[src/rtl/sched_pkg.sv]
// Shared constants, FSM encoding and one-hot encoder for the FIFO read scheduler.
package sched_pkg;

  localparam int unsigned NUM_CH     = 8;
  localparam int unsigned IDX_W      = 3;
  localparam int unsigned CNT_W      = 4;
  localparam int unsigned BUF_CNT_W  = 2;
  localparam int unsigned STARVE_MAX = 15;

  localparam logic [0:0] IDLE = 1'b0;
  localparam logic [0:0] READ = 1'b1;

  // OR-reduction encoder; only meaningful for one-hot (or zero) input
  function automatic logic [IDX_W-1:0] onehot_to_idx(input logic [NUM_CH-1:0] oh);
    logic [IDX_W-1:0] idx;
    idx = '0;
    for (int i = 0; i < int'(NUM_CH); i++) begin
      if (oh[i]) idx = idx | IDX_W'(i);
    end
    return idx;
  endfunction

endpackage

[src/rtl/sched_out_buf.sv]
// Two-entry FIFO-ordered egress buffer with valid/ready handshake and occupancy count.
module sched_out_buf
  import sched_pkg::*;
#(
  parameter int unsigned DATA_W = 8
) (
  input  logic                 clk,
  input  logic                 rst,
  input  logic                 push_i,
  input  logic [DATA_W-1:0]    push_data_i,
  input  logic [IDX_W-1:0]     push_ch_i,
  output logic [DATA_W-1:0]    out_data_o,
  output logic [IDX_W-1:0]     out_ch_o,
  output logic                 out_valid_o,
  input  logic                 out_ready_i,
  output logic [BUF_CNT_W-1:0] cnt_o
);

  logic [DATA_W-1:0]    mem_data_q [2];
  logic [IDX_W-1:0]     mem_ch_q   [2];
  logic                 wr_ptr_q, wr_ptr_d;
  logic                 rd_ptr_q, rd_ptr_d;
  logic [BUF_CNT_W-1:0] cnt_q, cnt_d;
  logic                 pop_c;

  assign pop_c       = out_valid_o & out_ready_i;
  assign out_valid_o = (cnt_q != '0);
  assign out_data_o  = mem_data_q[rd_ptr_q];
  assign out_ch_o    = mem_ch_q[rd_ptr_q];
  assign cnt_o       = cnt_q;

  always_comb begin
    wr_ptr_d = wr_ptr_q;
    rd_ptr_d = rd_ptr_q;
    cnt_d    = cnt_q;
    if (push_i) wr_ptr_d = ~wr_ptr_q;
    if (pop_c)  rd_ptr_d = ~rd_ptr_q;
    case ({push_i, pop_c})
      2'b10:   cnt_d = cnt_q + BUF_CNT_W'(1);
      2'b01:   cnt_d = cnt_q - BUF_CNT_W'(1);
      default: cnt_d = cnt_q;
    endcase
  end

  always_ff @(posedge clk) begin
    if (rst) begin
      wr_ptr_q <= 1'b0;
      rd_ptr_q <= 1'b0;
      cnt_q    <= '0;
      for (int i = 0; i < 2; i++) begin
        mem_data_q[i] <= '0;
        mem_ch_q[i]   <= '0;
      end
    end else begin
      wr_ptr_q <= wr_ptr_d;
      rd_ptr_q <= rd_ptr_d;
      cnt_q    <= cnt_d;
      if (push_i) begin
        mem_data_q[wr_ptr_q] <= push_data_i;
        mem_ch_q[wr_ptr_q]   <= push_ch_i;
      end
    end
  end

endmodule

[src/rtl/fifo_rd_sched.sv]
// Grant-lock / burst-read scheduler feeding a 2-entry egress buffer.
// Optional anti-starvation override enabled by SCHED_ANTISTARVE_EN.
module fifo_rd_sched
  import sched_pkg::*;
#(
  parameter int unsigned DATA_W    = 8,
  parameter int unsigned BURST_LEN = 4
) (
  input  logic                       clk,
  input  logic                       rst,
  input  logic [NUM_CH-1:0]          select,
  input  logic [NUM_CH-1:0]          ch_empty,
  output logic [NUM_CH-1:0]          ch_rd_en,
  input  logic [NUM_CH*DATA_W-1:0]   ch_rd_data,
  output logic [DATA_W-1:0]          out_data,
  output logic [IDX_W-1:0]           out_ch,
  output logic                       out_valid,
  input  logic                       out_ready,
  output logic                       busy
);

  logic [0:0]           state_q, state_d;
  logic [NUM_CH-1:0]    grant_q, grant_d;
  logic [IDX_W-1:0]     gidx_q, gidx_d;
  logic [CNT_W-1:0]     burst_cnt_q, burst_cnt_d;
  logic                 rd_pend_q, rd_pend_d;
  logic [IDX_W-1:0]     pend_idx_q, pend_idx_d;

  logic [NUM_CH-1:0]    lock_mask_c;
  logic [IDX_W-1:0]     lock_idx_c;
  logic                 lock_c;
  logic                 issue_c;
  logic [2:0]           credit_c;
  logic [BUF_CNT_W-1:0] buf_cnt_c;
  logic [DATA_W-1:0]    push_data_c;

`ifdef SCHED_ANTISTARVE_EN
  logic [CNT_W-1:0] wait_cnt_q [NUM_CH];
  logic [CNT_W-1:0] wait_cnt_d [NUM_CH];
  logic             starve_hit_c;
  logic [IDX_W-1:0] starve_idx_c;

  // Downward scan so the lowest starved, non-empty channel wins
  always_comb begin
    starve_hit_c = 1'b0;
    starve_idx_c = '0;
    for (int k = int'(NUM_CH) - 1; k >= 0; k--) begin
      if (wait_cnt_q[k] == CNT_W'(STARVE_MAX) && !ch_empty[k]) begin
        starve_hit_c = 1'b1;
        starve_idx_c = IDX_W'(k);
      end
    end
  end

  assign lock_mask_c = starve_hit_c ? (NUM_CH'(1) << starve_idx_c) : select;

  always_comb begin
    for (int k = 0; k < int'(NUM_CH); k++) begin
      wait_cnt_d[k] = wait_cnt_q[k];
      if (state_q == IDLE && lock_c) begin
        if (lock_idx_c == IDX_W'(k)) begin
          wait_cnt_d[k] = '0;
        end else if (!ch_empty[k] && wait_cnt_q[k] != CNT_W'(STARVE_MAX)) begin
          wait_cnt_d[k] = wait_cnt_q[k] + CNT_W'(1);
        end
      end
    end
  end

  always_ff @(posedge clk) begin
    for (int k = 0; k < int'(NUM_CH); k++) begin
      if (rst) wait_cnt_q[k] <= '0;
      else     wait_cnt_q[k] <= wait_cnt_d[k];
    end
  end
`else
  assign lock_mask_c = select;
`endif

  assign lock_idx_c = onehot_to_idx(lock_mask_c);
  assign lock_c     = |(lock_mask_c & ~ch_empty);

  // Credit includes the slot freed by a same-cycle pop so a burst streams at 1 word/cycle
  assign credit_c = 3'(buf_cnt_c) + 3'(rd_pend_q) - 3'(out_valid & out_ready);
  assign issue_c  = (state_q == READ) && !ch_empty[gidx_q]
                 && (burst_cnt_q < CNT_W'(BURST_LEN)) && (credit_c < 3'd2);

  assign ch_rd_en = issue_c ? grant_q : '0;
  assign busy     = (state_q != IDLE) | rd_pend_q;

  always_comb begin
    state_d     = state_q;
    grant_d     = grant_q;
    gidx_d      = gidx_q;
    burst_cnt_d = burst_cnt_q;
    rd_pend_d   = issue_c;
    pend_idx_d  = gidx_q;
    case (state_q)
      IDLE: begin
        if (lock_c) begin
          grant_d     = lock_mask_c;
          gidx_d      = lock_idx_c;
          burst_cnt_d = '0;
          state_d     = READ;
        end
      end
      READ: begin
        if (issue_c) begin
          burst_cnt_d = burst_cnt_q + CNT_W'(1);
          if (burst_cnt_q + CNT_W'(1) == CNT_W'(BURST_LEN)) state_d = IDLE;
        end else if (ch_empty[gidx_q]) begin
          state_d = IDLE;
        end
      end
      default: state_d = IDLE;
    endcase
  end

  always_ff @(posedge clk) begin
    if (rst) begin
      state_q     <= IDLE;
      grant_q     <= '0;
      gidx_q      <= '0;
      burst_cnt_q <= '0;
      rd_pend_q   <= 1'b0;
      pend_idx_q  <= '0;
    end else begin
      state_q     <= state_d;
      grant_q     <= grant_d;
      gidx_q      <= gidx_d;
      burst_cnt_q <= burst_cnt_d;
      rd_pend_q   <= rd_pend_d;
      pend_idx_q  <= pend_idx_d;
    end
  end

  always_comb begin
    push_data_c = '0;
    for (int k = 0; k < int'(NUM_CH); k++) begin
      if (pend_idx_q == IDX_W'(k)) push_data_c = ch_rd_data[k*DATA_W +: DATA_W];
    end
  end

  sched_out_buf #(.DATA_W(DATA_W)) u_out_buf (
    .clk         (clk),
    .rst         (rst),
    .push_i      (rd_pend_q),
    .push_data_i (push_data_c),
    .push_ch_i   (pend_idx_q),
    .out_data_o  (out_data),
    .out_ch_o    (out_ch),
    .out_valid_o (out_valid),
    .out_ready_i (out_ready),
    .cnt_o       (buf_cnt_c)
  );

endmodule
[config.mk]
export PLATFORM = sky130hd
export DESIGN_NAME = fifo_rd_sched
export DESIGN_NICKNAME = d
export VERILOG_FILES = /design/src/rtl/sched_pkg.sv /design/src/rtl/sched_out_buf.sv /design/src/rtl/fifo_rd_sched.sv
export SDC_FILE = /design/constraint.sdc
export NUM_CORES = 1
export LEC_CHECK = 0
export CORE_MARGIN = 2
export CORE_UTILIZATION = 40
export CTS_BUF_LIST = sky130_fd_sc_hd__clkbuf_4
export DETAILED_ROUTE_END_ITERATION = 10
export PLACE_DENSITY = 0.85
export SETUP_SLACK_MARGIN = 0.15
export SLEW_MARGIN = 20
export SYNTH_ARGS = -nofsm -noshare
export SYNTH_HDL_FRONTEND = slang
export SYNTH_SLANG_ARGS = --single-unit
export TNS_END_PERCENT = 30
[constraint.sdc]
create_clock -name clk -period 2.4 [get_ports clk]
set_input_delay 0.36 -clock clk [delete_from_list [all_inputs] [get_ports clk]]
set_output_delay 0.36 -clock clk [all_outputs]
set_load 0.02 [all_outputs]
=== Word-level counts from Yosys, hierarchy flattened ===
Memory sizes are Yosys's and may differ from the RTL's. A register that Yosys moved wholly into a read port is not among the register bits.
Index checks and enable logic that the tools add are counted.

* Add/subtract/negate cells: 5
* Multiplexer cells: 42
* Div/mod/pow operators: 0
* Shift-type cells: 0
* Equality and inequality tests: 12
* Order comparisons: 3
* Bitwise operators: 8
* Reduce and logical (&&, ||, !) cells: 12
* Multipliers: 0

{| class="wikitable"
|+ Operators with widths
! cell !! number
|-
| 2-to-1 mux 8 bit || 10
|-
| 2-to-1 mux 1 bit || 19
|-
| OR reduction 8 bit || 2
|-
| 2-to-1 mux 3 bit || 5
|-
| equality test 3 bit, second input constant || 4
|-
| AND 8 bit || 1
|-
| 2-to-1 mux 4 bit || 2
|-
| inverter 8 bit || 1
|-
| case mux 4 bit (2 select lines) || 1
|-
| equality test 3 x 2 -> 1 bit, second input constant || 2
|-
| adder 4 x 1 -> 4 bit, second input constant || 1
|-
| equality test 4 x 3 -> 1 bit, second input constant || 1
|-
| less-than comparator 3 x 4 -> 1 bit, second input constant || 1
|-
| less-than comparator 4 x 3 -> 1 bit, second input constant || 1
|-
| 2-to-1 mux 2 bit || 2
|-
| case mux 2 bit (2 select lines) || 1
|-
| AND reduction 2 bit || 2
|-
| nonzero test 2 bit || 2
|-
| adder 2 x 1 -> 3 bit || 1
|-
| binary-select mux 1 bit (select 3 bit) || 1
|-
| equality test 3 x 1 -> 1 bit, second input constant || 1
|-
| logical AND 1 bit || 3
|-
| zero test 3 bit || 1
|-
| less-than comparator 3 x 2 -> 1 bit, second input constant || 1
|-
| other kinds (13) || 16
|}

* Bits in writable memories: 22
* Input bits: 83
* Register bits after elaboration: 24
* Latch bits: 0
* Memories kept: 2
* Logic and storage cells: 93
* Bits in read-only memories: 0

{| class="wikitable"
|+ Memories
! name !! words !! width !! rd ports !! clocked after memory_dff !! wr ports !! RTL line !! text
|-
| u_out_buf.mem_data_q || 2 || 8 || 1 || 1 || 2 || sched_out_buf.sv:19 || <nowiki>logic [DATA_W-1:0] mem_data_q [2];</nowiki>
|-
| u_out_buf.mem_ch_q || 2 || 3 || 1 || 1 || 2 || sched_out_buf.sv:20 || <nowiki>logic [IDX_W-1:0] mem_ch_q [2];</nowiki>
|}

=== Depth between registers and ports, before layout ===
* Word-level depth: 10
* Gate-level depth with buffers: 10

=== Cells and area by module ===
Synthesis repeated with hierarchy kept, for this count alone.

* Cells, all modules: 227
* Area total of the unflattened synthesis: 2,610.0 sq um

{| class="wikitable"
|+ By module, submodules not included
! module !! area an instance (sq um) !! sequential area each (sq um) !! cells an instance !! instances
|-
| fifo_rd_sched || 1,438.9 || 400.4 || 132 || 1
|-
| sched_out_buf || 1,171.1 || 760.7 || 95 || 1
|}

=== Worst setup path after synthesis ===
No wires, ideal clock.

* Path kind: reg-to-output
* Start: reg u_out_buf.cnt_q[1], in the netlist u_out_buf.cnt_o[1]
* End: out ch_rd_en[0]
* Required time: 2.040 ns
* Arrival time: 2.173 ns
* Path buffers: 1
* Setup slack: -0.133 ns
* Cell stages (with the launch flop): 11
* Cell sequence: dfxtp_1 inv_1 nor2_1 or2_2 nand2_1 fa_1 xnor2_1 nand4_1 nor2b_4 clkbuf_1 and2_1

* Cells in the longest elaborated chain, start to end: 6
* Elaborated cells on any way between the ends: 7

{| class="wikitable"
|+ Ends and longest elaborated chain
! element !! RTL line !! text
|-
| start, declared || sched_out_buf.sv:23 || <nowiki>logic [BUF_CNT_W-1:0] cnt_q, cnt_d;</nowiki>
|-
| start signal, assigned || sched_out_buf.sv:57 || <nowiki>cnt_q <= cnt_d;</nowiki>
|-
| parallel branches: the longest is 2 deep, another holds adder 2 x 1 -> 3 bit || - ||
|-
| subtractor 3 x 1 -> 3 bit * || fifo_rd_sched.sv:84 || <nowiki>assign credit_c = 3'(buf_cnt_c) + 3'(rd_pend_q) - 3'(out_valid & out_ready);</nowiki>
|-
| less-than comparator 3 x 2 -> 1 bit * || fifo_rd_sched.sv:86 || <nowiki>&& (burst_cnt_q < CNT_W'(BURST_LEN)) && (credit_c < 3'd2);</nowiki>
|-
| logical AND 1 bit * || fifo_rd_sched.sv:86 ||
|-
| 2-to-1 mux 8 bit * || fifo_rd_sched.sv:88 || <nowiki>assign ch_rd_en = issue_c ? grant_q : '0;</nowiki>
|-
| end, declared || fifo_rd_sched.sv:13 || <nowiki>output logic [NUM_CH-1:0] ch_rd_en,</nowiki>
|}

Every way passes the cells marked *.

=== Worst setup path in the final report ===
* Start: reg u_out_buf.cnt_q[0], in the netlist u_out_buf.cnt_o[0]
* End: out ch_rd_en[6]

The elaborated chain is that of the path after synthesis.

==> results.md <==
* Cells after synthesis at about 220
* Fmax at roughly 0.34 GHz
* Clk sinks at 47
* Die height at between 80 and 90 microns
* Seq pwr share at a little under half
* Fin Setup TNS at -3.80 ns
* Hold Violations, Final at 0
* CTS tree: done
* Post-synthesis sequential area ratio at a little under half
* Area grow syn2layout at 53.5%
* Share of layout cells above drive strength 1 at 26.8%
* Rel. slew slack at just under 70%
* Crit path max fanout at 4
* Core ar. at about 6300 sq um
* R2R setup slack at -0.14 ns
* I/O pin cnt at ~100
* Crit end category: output port
* CTS Buf Count at 5
* YS warnings at 0
* First-pass GRT wire length at between 10 and 15 mm
* Drt wl/cell at about 17 microns
* Critical Path Start Type: flop
* 1st-iter DRT viols at 65
* Clock root buffer master: clkbuf_4
* Initial core utilization at just over 40%
* Htree depth at 2
* Largest net degree at the start of global routing at 21
* # port buffers at just over 100
* Final Instance Area at slightly below 4000 sq um
* Clock Power Share at between 20% and 30%
* Syn nets at between 300 and 400
* Mean Syn Cell Area at roughly 12 sq um
* Placed inst area at between 3000 and 4000 sq um
* Synth top area cells: edfxtp_1, dfxtp_1, mux4_2
* Gr usage total at 20.5%
* Final Power at just under 2 mW
* VDD IR max at approximately 0.33 mV
* Die X at 84.3 microns
* Ant diodes at 0
* Largest area contributor in the netlist: edfxtp_1
* Final Max Tran Viols at 0
* Pre-antenna DRT Iters at 4
* Final setup violation count at 9
* Worst skew pair latency at between 0.3 and 0.4 ns
* Fin nets at ~420
* GR Overflow Total at 0
* Power density over the cells at between 400 and 500 nW/um^2
* Min setup slack post-route at -0.512 ns
* Cts-stage hold buffer count at 0
* Synth Register Bits at 47
* Final Critical Period at 2.91 ns
* Failing checks: negative setup slack
* RSZ-0062 raised after global routing: yes
* P_sw at ~520 uW
* Final setup skew at slightly above 0.003 ns
* WS Path Type: flop to output port
* Switching Share at 26.4%
* Final wirelength at slightly above 7 mm
* Post-route clock period utilization at 121%
* Antenna violations before repair at 0
* # Max-Cap Violations at 0
* Yosys cell types at 36
* Worst-case clock buffer depth at 2
* Die area at roughly 7000 sq um
* FP Rows at 29
* Netlist Area Pre-Place at around 2600 sq um
* Clk slew on worst S/H paths at about 0.14 ns
* Post-route ant nets at 0
* Routed vias at 2121
* HP Class: flop to flop
* Worst slew pin tran at approximately 0.49 ns
* Number of global-route vias before repair at roughly 2300
* Outcome: complete, but fails checks
* Leakage at between 1.5 and 2 nW
* Int Power at between 1 and 1.5 mW
* Comb power frac at between 20 and 30%
* WP data arrival at approximately 2.6 ns
* Fillers at approximately 480
* Vias/cell at around 5.1
* Post-synth top area share at roughly a quarter
* RD Place Congestion at ~0.84
* CP required at about 2 ns
* Post-route DRC at 0
* DPL Wire Length at approximately 5.4 mm
kinds of logic after synthesis:
group | Yosys count | synth area share, %
XOR/XNOR | 4 | 1.36
flip-flops | 47 | 45.0
buffers and inverters | 26 | 4.81
AO/OA/AOI/OAI | 13 | 4.56
multiplexers | 49 | 27.8
adder cells (fa/ha/maj) | 2 | 1.26
AND/OR/NAND/NOR | 80 | 15.1
cells in the final DEF, fill, tap and decap left out, types with 6 or more instances in the layout:
| cell type | netlist | layout |
|---|---|---|
| clkdlybuf4s50_1 | 0 | 94 |
| nor2_1 | 42 | 41 |
| dfxtp_1 | 25 | 22 |
| edfxtp_1 | 22 | 22 |
| mux2i_1 | 21 | 21 |
| mux4_2 | 17 | 17 |
| buf_4 | 0 | 16 |
| buf_6 | 3 | 13 |
| mux2_2 | 11 | 11 |
| inv_1 | 11 | 11 |
| and2_4 | 0 | 8 |
| nor2b_1 | 7 | 6 |
metrics by stage:
stage                     setup slack, ns  hold slack (ns)  utilization (%)  instances
after floorplan                     0.130            0.444                -        221
after global placement             -0.994            0.458             60.0        399
after detailed placement            -1.07            0.464             60.0        399
after CTS                          -0.517            0.488             62.7        415
after global routing               -0.629            0.511             63.0        417
final                              -0.512            0.491             63.0        417
Yosys cell counts:
| library cell | number |
|---|---|
| nor2_1 | 42 |
| dfxtp_1 | 25 |
| edfxtp_1 | 22 |
| mux2i_1 | 21 |
| mux4_2 | 17 |
| inv_1 | 11 |
| mux2_2 | 11 |
| and2_1 | 9 |
| clkbuf_1 | 8 |
| nor2b_1 | 7 |
| nand2_1 | 6 |
| a211oi_1 | 3 |
| buf_2 | 3 |
| buf_6 | 3 |
| nor4_1 | 3 |
| or2_2 | 3 |
| xnor2_1 | 3 |
| a21o_1 | 2 |
| a21oi_1 | 2 |
| a22oi_1 | 2 |
| nand2b_1 | 2 |
| nand3_1 | 2 |
| a2111oi_2 | 1 |
| a21oi_2 | 1 |
| a31oi_4 | 1 |
| fa_1 | 1 |
| ha_1 | 1 |
| inv_2 | 1 |
| nand4_1 | 1 |
| nor2b_4 | 1 |
| nor3_1 | 1 |
| nor3b_1 | 1 |
| nor4b_1 | 1 |
| o211a_1 | 1 |
| or3b_1 | 1 |
| xor2_1 | 1 |
critical path, cell delays in order, from the launching register on:
cell and delay (ns):
dfxtp_2 0.35, nand2b_4 0.15, nor2_4 0.09, or2_4 0.13, nand2_2 0.05, fa_2 0.53, nand4_1 0.18, buf_4 0.20
nor2b_4 0.14, buf_6 0.12, and2_4 0.14, buf_6 0.11
final timing paths:
check / depth (start not counted) / end / start
worst max register to register: 13 / burst_cnt_q[1] / u_out_buf.cnt_o[0]
worst min-delay path: 2 / burst_cnt_q[2] / burst_cnt_q[2]
worst min register to register: 2 / burst_cnt_q[2] / burst_cnt_q[2]
worst max-delay path: 11 / ch_rd_en[6] / u_out_buf.cnt_o[0]
power by group through the flow:
stage,clock [mW],sequential [mW],combinational [mW]
after floorplan,0,0.925,0.308
after global placement,0,0.938,0.524
after detailed placement,0,0.940,0.539
after CTS,0.479,0.922,0.578
after global routing,0.516,0.929,0.619
final,0.473,0.922,0.581
layer usage:
metal	up-vias	routed length (microns)	share of wire, %	track usage, %
li1	1024	-	-	-
met1	1018	2710	38	22.6
met2	68	3850	54	38.7
met3	11	434	6.1	4.72
met4	0	127	1.8	6.01
met5	-	0	0	0
final cells by class:
type | count | area, sq um | share of cell area (%)
clock buffers | 5 | 37.5 | 0.949
multi-input cells | 149 | 1360 | 34.3
well taps | 77 | 96.3 | 2.44
repair buffers | 124 | 1220 | 30.7
flip-flops and latches | 47 | 1170 | 29.5
inverters | 12 | 45.0 | 1.14
clock inverters | 3 | 38.8 | 0.980
sequential cells by signal, indices dropped and copies added, names as in the netlist, named ones only:
register and cells:
burst_cnt_q 4, state_q 1, grant_q 8, u_out_buf.wr_ptr_q 1, u_out_buf.cnt_o 2, u_out_buf.mem_data_q 16, rd_pend_q 1, u_out_buf.mem_ch_q 6
gidx_q 3, u_out_buf.rd_ptr_q 1, pend_idx_q 3
timing repair:
item                       in CTS  in global routing
setup buffers                   7                  2
resized for setup              57                  1
pin swaps                       9                  1
setup endpoints to repair      23                 12
gates cloned                    1                  0
Power figures use the tool's default switching activity.
